## config.mk

```make
export PLATFORM = sky130hd
export DESIGN_NAME = rv32i_ctrl_fsm
export DESIGN_NICKNAME = d
export VERILOG_FILES = /design/src/rtl/rv32i_ctrl_fsm.sv
export SDC_FILE = /design/constraint.sdc
export NUM_CORES = 1
export LEC_CHECK = 0
export CAP_MARGIN = 10
export CORE_MARGIN = 2
export CORE_UTILIZATION = 28
export CTS_BUF_LIST = sky130_fd_sc_hd__clkbuf_4
export DETAILED_ROUTE_END_ITERATION = 8
export GPL_TIMING_DRIVEN = 0
export SLEW_MARGIN = 20
export SYNTH_ARGS = -nofsm -noshare
export SYNTH_HDL_FRONTEND = slang
export SYNTH_SLANG_ARGS = --single-unit
```

## constraint.sdc

```tcl
create_clock -name clk -period 2.5 [get_ports clk]
set_input_delay 0.625 -clock clk [delete_from_list [all_inputs] [get_ports clk]]
set_output_delay 0.625 -clock clk [all_outputs]
set_load 0.03 [all_outputs]
```

## src/rtl/rv32i_ctrl_fsm.sv

```systemverilog
// Multi-cycle control sequencer for the RV32I core: walks each instruction through
// fetch/decode/execute/memory/writeback, owns the memory handshake, timeout and halt flags.
module rv32i_ctrl_fsm #(
  parameter int MEM_TIMEOUT = 15,
  parameter int INSTRET_W   = 32
) (
  input  logic                 clk,
  input  logic                 rst,
  input  logic [6:0]           opcode,
  input  logic                 branch_taken,
  input  logic                 mem_ready,
  output logic                 mem_req,
  output logic                 mem_we,
  output logic                 ir_we,
  output logic                 pc_we,
  output logic [1:0]           pc_sel,
  output logic                 rf_we,
  output logic [1:0]           wb_sel,
  output logic                 halted,
  output logic                 illegal,
  output logic                 bus_err,
  output logic [INSTRET_W-1:0] instret,
  output logic [2:0]           state
);

  // Memory handshake: a transfer completes in any cycle where mem_req and mem_ready are
  // both 1; mem_ready is ignored whenever mem_req is 0, and mem_req is never withdrawn early.
  typedef enum logic [2:0] {
    S_IDLE   = 3'd0,
    S_FETCH  = 3'd1,
    S_DECODE = 3'd2,
    S_EXEC   = 3'd3,
    S_MEM    = 3'd4,
    S_WB     = 3'd5,
    S_HALT   = 3'd6
  } state_t;

  localparam logic [6:0] OP_LUI    = 7'b0110111;
  localparam logic [6:0] OP_AUIPC  = 7'b0010111;
  localparam logic [6:0] OP_JAL    = 7'b1101111;
  localparam logic [6:0] OP_JALR   = 7'b1100111;
  localparam logic [6:0] OP_BRANCH = 7'b1100011;
  localparam logic [6:0] OP_LOAD   = 7'b0000011;
  localparam logic [6:0] OP_STORE  = 7'b0100011;
  localparam logic [6:0] OP_IMM    = 7'b0010011;
  localparam logic [6:0] OP_OP     = 7'b0110011;
  localparam logic [6:0] OP_FENCE  = 7'b0001111;
  localparam logic [6:0] OP_SYSTEM = 7'b1110011;

  localparam logic [7:0] TMO_LAST = 8'(MEM_TIMEOUT - 1);

  state_t                 state_q, state_d;
  logic                   halted_q, halted_d;
  logic                   illegal_q, illegal_d;
  logic                   bus_err_q, bus_err_d;
  logic [7:0]             tmo_q, tmo_d;
  logic [INSTRET_W-1:0]   instret_q, instret_d;
  logic                   waiting;
  logic                   timeout;
  logic                   known_op;

  always_ff @(posedge clk or posedge rst) begin
    if (rst) begin
      state_q   <= S_IDLE;
      halted_q  <= 1'b0;
      illegal_q <= 1'b0;
      bus_err_q <= 1'b0;
      tmo_q     <= '0;
      instret_q <= '0;
    end else begin
      state_q   <= state_d;
      halted_q  <= halted_d;
      illegal_q <= illegal_d;
      bus_err_q <= bus_err_d;
      tmo_q     <= tmo_d;
      instret_q <= instret_d;
    end
  end

  always_comb begin
    known_op  = opcode inside {OP_LUI, OP_AUIPC, OP_JAL, OP_JALR, OP_BRANCH,
                               OP_LOAD, OP_STORE, OP_IMM, OP_OP, OP_FENCE};
    waiting   = (state_q == S_FETCH) || (state_q == S_MEM);
    // Reaching the limit only errors if ready is still absent in that same cycle.
    timeout   = waiting && !mem_ready && (tmo_q == TMO_LAST);
    tmo_d     = (waiting && !mem_ready) ? tmo_q + 8'd1 : 8'd0;
    state_d   = state_q;
    halted_d  = halted_q;
    illegal_d = illegal_q;
    bus_err_d = bus_err_q;
    instret_d = instret_q + INSTRET_W'(pc_we);
    case (state_q)
      S_IDLE:   state_d = S_FETCH;
      S_FETCH: begin
        if (mem_ready) begin
          state_d = S_DECODE;
        end else if (timeout) begin
          state_d   = S_HALT;
          bus_err_d = 1'b1;
        end
      end
      S_DECODE: begin
        if (known_op) begin
          state_d = S_EXEC;
        end else begin
          state_d   = S_HALT;
          illegal_d = (opcode != OP_SYSTEM);
        end
      end
      S_EXEC: begin
        case (opcode)
          OP_LUI, OP_AUIPC, OP_OP, OP_IMM, OP_JAL, OP_JALR: state_d = S_WB;
          OP_LOAD, OP_STORE:                                state_d = S_MEM;
          OP_BRANCH, OP_FENCE:                              state_d = S_FETCH;
          default: begin
            state_d   = S_HALT;
            illegal_d = 1'b1;
          end
        endcase
      end
      S_MEM: begin
        if (mem_ready) begin
          state_d = (opcode == OP_LOAD) ? S_WB : S_FETCH;
        end else if (timeout) begin
          state_d   = S_HALT;
          bus_err_d = 1'b1;
        end
      end
      S_WB:     state_d = S_FETCH;
      S_HALT:   state_d = S_HALT;
      default:  state_d = S_IDLE;
    endcase
    if (state_d == S_HALT) halted_d = 1'b1;
  end

  always_comb begin
    mem_req = 1'b0;
    mem_we  = 1'b0;
    ir_we   = 1'b0;
    pc_we   = 1'b0;
    pc_sel  = 2'b00;
    rf_we   = 1'b0;
    wb_sel  = 2'b00;
    case (state_q)
      S_FETCH: begin
        mem_req = 1'b1;
        ir_we   = mem_ready;
      end
      S_EXEC: begin
        if (opcode == OP_BRANCH) begin
          pc_we  = 1'b1;
          pc_sel = branch_taken ? 2'b01 : 2'b00;
        end else if (opcode == OP_FENCE) begin
          pc_we = 1'b1;
        end
      end
      S_MEM: begin
        mem_req = 1'b1;
        mem_we  = (opcode == OP_STORE);
        pc_we   = mem_ready && (opcode == OP_STORE);
      end
      S_WB: begin
        rf_we = 1'b1;
        pc_we = 1'b1;
        if (opcode == OP_JAL || opcode == OP_JALR) begin
          wb_sel = 2'b10;
          pc_sel = 2'b01;
        end else if (opcode == OP_LOAD) begin
          wb_sel = 2'b01;
        end
      end
      default: ;
    endcase
  end

  assign halted  = halted_q;
  assign illegal = illegal_q;
  assign bus_err = bus_err_q;
  assign instret = instret_q;
  assign state   = state_q;

endmodule

```

==> results.toml, run 1 <==
[timing]
whs_ps = 481.0
setup_viol = 0
timing.final.max_slew_violations = 0
timing.fmax_mhz = 413.9
hold_viol = 0
fin_worst_skew_ps = 9.422
finalCritPeriodShare_pct = 96.63
postLayoutSetupSlackWorst_ps = 84.14
rsz0062_at_grt = "no"
finalWorstPathRequiredPeriod_ps = 2416
setup-tns-final_ps = 0

[critical_path]
critPathMaxStageDelay_ps = 590
worstPathRequired_ps = 1880
cp_top_family = "buffers and inverters"
cells_along_the_critical_path = "clkdlybuf4s50_1 -> nand2b_1 -> nor2_1 -> clkdlybuf4s15_1"
slowest_stage = "clkdlybuf4s50_1"
endpoint_of_the_lowest_slack_register_to_register_path = "instret[25]$_DFF_PP0_"
rr_worst_depth = 9
start_kind = "primary input"
worst-setup-path-type = "in -> out"
critical_path_peak_fanout = 4
critical_path_buf_inv_count = 2
worst-endpoint-arrival_ps = 1790
endpoint_kind = "primary output"
worst-r2r-setup-slack_ps = 290
r2r-start = "state[2]$_DFF_PP0_"

[place]
placedCellCount = 384
globalplace.congestion = 0.8494
place_hpwl_um = 3709
detailed_place.area_um2 = 3107
buffer_ports.inserted = 55
place_worst_setup_slack_ps = -1117

[global_route]
gr-usage-met2_pct = 19.70
globalRouteOverflowTotal = 0
gr-usage-met3_pct = 3.512
maximum_number_of_pins_on_one_net_before_global_route_repair = 28
antenna_found_initial = 0
grt.total_usage_pct = 12.25
first_global_vias = 1825
global_route_wire_length_before_repair_um = 8700
global_route.peak_usage_layer = "met2"
met1_usage_pct = 16.70

[clock_network]
clk_root_buffer_cell = "clkbuf_4"
cts_inserted_buffers = 5
clock_tree.htree_level_count = 2
cts_tree = "yes"
ctsLongestPathBuffers = 2
ctsHoldBuffers = 0
clk_pin_slew_worst_paths_ps = 140
clock_latency_ps = 360
clock_sinks = 46

[floorplan]
floorplan.core_area_um2 = 7807
floorplan.rows = 32
initial_core_util_pct = 29.29
die_width_um = 94.38
floorplan.die_area_um2 = 8908
die_y_um = 94.38
io_pins = 58

[synth]
avgSynthCellArea_um2 = 10.12
yosys_register_bits = 46
synth_edf_count = 0
primary_ff_master_synth = "dfrtp_1"
synthesis.yosys.warnings = 0
synth_seq_area_share_pct = 50.33
syn-instance-count = 226
ys_async_sr_fraction_pct = 100.0
syn_area_um2 = 2287
synth_fp_nets = 241
synth_cell_types = 41

[power]
ir_drop_mv = 0.4396
leakage_component_of_the_power_nw = 1.408
power.density_cell_area_nw_per_um2 = 665.4
fin_total_pwr_mw = 2.178

[final_layout]
design_area_um2 = 3273
final_layout_size_suffix_gt1_share_pct = 19.67
final_util_pct = 41.92
fillerInstances = 773
antennaDiodeCount = 0
stdcell_count = 402
design.final.nets = 314
syn2layout_area_growth_pct = 43.11

[route]
number_of_antenna_violating_nets_in_the_routed_design = 0
vias_per_cell = 4.657
routed-via-count = 1872
drt_pass1_iterations = 4
route.final.wire_length_um = 5127
drcViolationCount = 0
routedWlPerCell_um = 12.75
first_iter_violations = 89

[hold_path]
min_path_type = "reg -> reg"
hp-start = "instret[31]$_DFF_PP0_"
hold-path-cell-count = 1
whs_endpoint = "instret[31]$_DFF_PP0_"

[outcome]
run_status = "finished clean"

[run]
drv_cap = 0
-- final cells by class --
cell class	instances	area (um2)	share of cell area (%)
buffer	4	45.04	1.376
clock buffer	5	37.54	1.147
clock inverter	3	45.04	1.376
inverter	6	22.52	0.6881
multi-input combinational	169	1217	37.19
sequential	46	1152	35.21
tap	102	127.6	3.899
timing repair buffer	67	625.6	19.11
-- worst max path at each step --
stage / startpoint / depth (start not counted) / endpoint
after floorplan: opcode[3] / 10 / instret[27]$_DFF_PP0_
after global placement: opcode[6] / 11 / instret[31]$_DFF_PP0_
after detailed placement: opcode[6] / 11 / instret[31]$_DFF_PP0_
after CTS: opcode[6] / 12 / instret[31]$_DFF_PP0_
after global routing: mem_ready / 4 / ir_we
final: mem_ready / 4 / ir_we
-- cells in the mapped netlist (2+ instances only) --
cell,count,area (um2)
a21oi_1,4,20.02
a31oi_1,2,12.51
and3_1,6,37.54
and4_1,4,35.03
clkbuf_1,4,15.01
dfrtp_1,46,1151
ha_1,4,50.05
inv_1,6,22.52
nand2_1,25,93.84
nand2b_1,4,25.02
nand3_1,14,70.07
nand4_1,7,43.79
nor2_1,25,93.84
nor3_1,6,30.03
nor3b_1,3,22.52
o21ai_0,3,15.01
o21bai_1,2,15.01
o31ai_1,2,15.01
o32ai_1,2,17.52
xnor2_1,24,210.2
xor2_1,13,113.9
-- sequential cells by signal (all words and copies together), names as in the netlist --
register and cells:
state 3, instret 32, bus_err 1, illegal 1
halted 1, tmo_q 8
-- kinds of logic (layout without fill, tap and decap cells) --
kind of cell	count (synthesis)	in the layout	share of synthesized area, %
xor gates and xnor gates	37	37	14.17
AOI/OAI and AO/OA	22	22	6.838
and+or+nand+nor	104	104	23.85
adders and majority gates	4	4	2.188
other	1	1	0.1640
muxes	1	1	0.4923
DFF	46	46	50.33
buffers and inverters	11	85	1.969
-- layer usage --
metal	vias up	share of wire, %
li1	928	-
met1	908	46
met2	31	48
met3	5	4.5
met4	0	0.53
met5	-	0
-- layout by cell type, fill, tap and decap left out, drive strengths merged, types with 2 or more instances in the layout --
cell / synthesis / layout
o311ai: 2 / 2
buf: 1 / 18
nor3: 8 / 8
clkinvlp: 0 / 2
nand4: 7 / 7
a31oi: 2 / 2
nand3: 14 / 14
nor2: 26 / 26
nand2: 25 / 25
dlygate4sd2: 0 / 3
and4: 4 / 4
o32ai: 2 / 2
a21oi: 4 / 4
and3: 6 / 6
nor3b: 3 / 3
xor2: 13 / 13
o21ai: 3 / 3
clkdlybuf4s50: 0 / 41
xnor2: 24 / 24
inv: 6 / 6
clkdlybuf4s15: 0 / 4
clkbuf: 4 / 10
nand2b: 4 / 4
o21bai: 2 / 2
o31ai: 2 / 2
ha: 4 / 4
dfrtp: 46 / 46
-- report_power, final --
group          switching [mW]  internal (mW)  total [mW]
sequential              0.107          0.819       0.926
combinational           0.476          0.313       0.789
clock                   0.253          0.210       0.463
-- timing repair --
action	4_1_cts	5_1_grt
buffers inserted	9	2
gates cloned	0	0
pin swaps	9	3
resized for setup	51	11
endpoints found under the setup margin	33	11
No activity file was read; power rests on OpenSTA's default activity.
==> run 2: changes to the inputs <==
--- a/config.mk
+++ b/config.mk
@@ -11,6 +11,7 @@
 export CTS_BUF_LIST = sky130_fd_sc_hd__clkbuf_4
 export DETAILED_ROUTE_END_ITERATION = 8
 export GPL_TIMING_DRIVEN = 0
+export SKIP_CTS_REPAIR_TIMING = 1
 export SLEW_MARGIN = 20
 export SYNTH_ARGS = -nofsm -noshare
 export SYNTH_HDL_FRONTEND = slang
==> constraint.sdc (replaced) <==
create_clock -name clk -period 2.15 [get_ports clk]
set_input_delay 0.5375 -clock clk [delete_from_list [all_inputs] [get_ports clk]]
set_output_delay 0.5375 -clock clk [all_outputs]
set_load 0.03 [all_outputs]
==> run 2 against run 1 <==
  * The run now ends with setup timing left
  * Sequential power up 13%
  * Highest routed layer unchanged
  * Largest cell class unchanged
  * Setup slack worse by 220 ps
  * Via count up 3.2%
  * Core utilization up 2.9 points
  * Die area is the same
  * Non-clock buffer count grew 7
  * First-iteration DRC count fell by 44%
  * Combinational power increased by 34%
==> results.toml, run 2 (synthesized netlist as in run 1, its figures left out) <==
[final_layout]
fillerInstances = 760
syn2layout_area_growth_pct = 52.84
final_common_cell = "dfrtp_1"
number_of_flip_flops_under_the_largest_register_name = 32
layout_common_cells = "dfrtp_1, clkdlybuf4s50_1, xnor2_1, nand2_1, nor2_1"
antennaDiodeCount = 0
final_layout_size_suffix_gt1_share_pct = 26.06
design.final.nets = 321

[critical_path]
start_kind = "primary input"
worst-setup-path-type = "in -> reg"
cells_along_the_critical_path = "buf_8 -> nand2_4 -> nor3_4 -> o21ai_2 -> o32ai_4 -> ha_2 -> and2_4 -> nand4_1 -> buf_6 -> nor3_4 -> nand3_2 -> xnor2_2"
worstPathRequired_ps = 2410
r2r-start = "state[2]$_DFF_PP0_"
critical_path_peak_fanout = 8
worst-endpoint-arrival_ps = 2550
critPathMaxStageDelay_ps = 280
slowest_stage = "o32ai_4"
setup.worst_path.start = "opcode[5]"
cp_common_cell = "nor3_4"
endpoint_kind = "flop"

[power]
ir_drop_mv = 0.6329
comb_power_share_pct = 38.6
power.density_cell_area_nw_per_um2 = 786.1
fin_total_pwr_mw = 2.748
internal_power_mw = 1.764
p_switching_uw = 983.6
power.share.clock_pct = 23.1
seq_pwr_share_pct = 38.3
fraction_of_power_spent_switching_nets_pct = 35.79
leakage_component_of_the_power_nw = 1.605

[route]
drt_pass1_iterations = 4
drcViolationCount = 0
number_of_antenna_violating_nets_in_the_routed_design = 0
vias_per_cell = 4.724
routed-via-count = 1932
first_iter_violations = 50
routedWlPerCell_um = 13.18
route.final.wire_length_um = 5392

[place]
place_hpwl_um = 3822
place_worst_setup_slack_ps = -1368
buffer_ports.inserted = 55
globalplace.congestion = 0.8127

[timing]
finalWorstPathRequiredPeriod_ps = 2287
hold_viol = 0
rsz0062_at_grt = "yes"
timing.final.max_slew_violations = 0
timing.fmax_mhz = 437.3
setup-tns-final_ps = -537.1
finalCritPeriodShare_pct = 106.4
fin_worst_skew_ps = 14.00
postLayoutSetupSlackWorst_ps = -136.7
setup_viol = 6

[global_route]
globalRouteOverflowTotal = 0
antenna_found_initial = 0
global_route_wire_length_before_repair_um = 8797
grt.total_usage_pct = 12.13
maximum_number_of_pins_on_one_net_before_global_route_repair = 29
first_global_vias = 1844

[clock_network]
cts_tree = "yes"
clock_tree.htree_level_count = 2
cts_inserted_buffers = 5
clock_latency_ps = 350
clock_sinks = 46
clk_pin_slew_worst_paths_ps = 140
ctsLongestPathBuffers = 2
clk_root_buffer_cell = "clkbuf_4"

[floorplan]
initial_core_util_pct = 29.29
die_width_um = 94.38
io_pins = 58
die_y_um = 94.38
floorplan.die_area_um2 = 8908
floorplan.core_area_um2 = 7807
floorplan.rows = 32

[hold_path]
min_path_type = "in -> async"

[run]
drv_cap = 0

[outcome]
violations = "setup timing"
run_status = "finished with violations"
[run 2: changes by cell type in the layout (fill, tap and decap cells not counted), moves of 4 or more]
cell	before	now
buf_4	12	18
buf_6	1	5
clkdlybuf4s50_1	41	36
dlymetal6s2s_1	0	6
nand3_1	14	9
nand3_2	0	5
[run 2: metrics by stage]
step	util, %	hold slack (ps)	std cells	instance area [um2]
floorplan	-	467.8	226	2425
global placement	39.74	454.3	383	3103
detailed placement	40.00	454.0	384	3123
CTS	41.30	482.4	392	3224
global route	44.78	486.0	409	3496
finish	44.78	476.4	409	3496
[run 2: routing by layer]
layer	share of wire [%]	vias up	track usage, %	wire (um)
met5	0	-	0	0
met4	0.65	0	2.536	35
met3	4.0	5	2.713	215
met2	50	34	19.05	2705
met1	45	950	17.22	2435
li1	-	943	-	-
[run 2: layout make-up]
type,count,area (um2),share of cell area (%)
buffer,5,58.81,1.682
inverter,6,22.52,0.6442
tap,102,127.6,3.651
clock buffer,5,37.54,1.074
timing repair buffer,73,735.7,21.05
clock inverter,3,63.81,1.825
sequential,46,1152,32.96
multi-input combinational,169,1297,37.12
[run 2: final timing paths]
kind	slack (ps)	depth (start not counted)	end
setup / recovery	-140	12	instret[31]$_DFF_PP0_
hold / removal	480	2	bus_err$_DFFE_PP0P_
setup reg to reg	-100	9	instret[31]$_DFF_PP0_
hold reg to reg	490	1	bus_err$_DFFE_PP0P_
max in group asynchronous	1170	3	instret[19]$_DFF_PP0_
min in group clk	490	1	bus_err$_DFFE_PP0P_
[run 2: power by group through the flow]
| stage | Sequential [mW] | Clock [mW] | Combinational (mW) |
|---|---|---|---|
| 6_report | 1.05 | 0.636 | 1.06 |
| 5_1_grt | 1.07 | 0.701 | 1.15 |
| 4_1_cts | 1.05 | 0.654 | 0.970 |
| 3_5_place_dp | 1.07 | 0 | 0.967 |
| 3_3_place_gp | 1.07 | 0 | 0.954 |
| 2_1_floorplan | 1.19 | 0 | 0.496 |
[run 2: worst max-delay path: cells and delay by family]
family | cells | cell delay, ps
adder cells (fa/ha/maj) | 1 | 250
AND/OR/NAND/NOR | 6 | 930
AO/OA/AOI/OAI | 2 | 400
XOR/XNOR | 1 | 150
buffers and inverters | 2 | 260
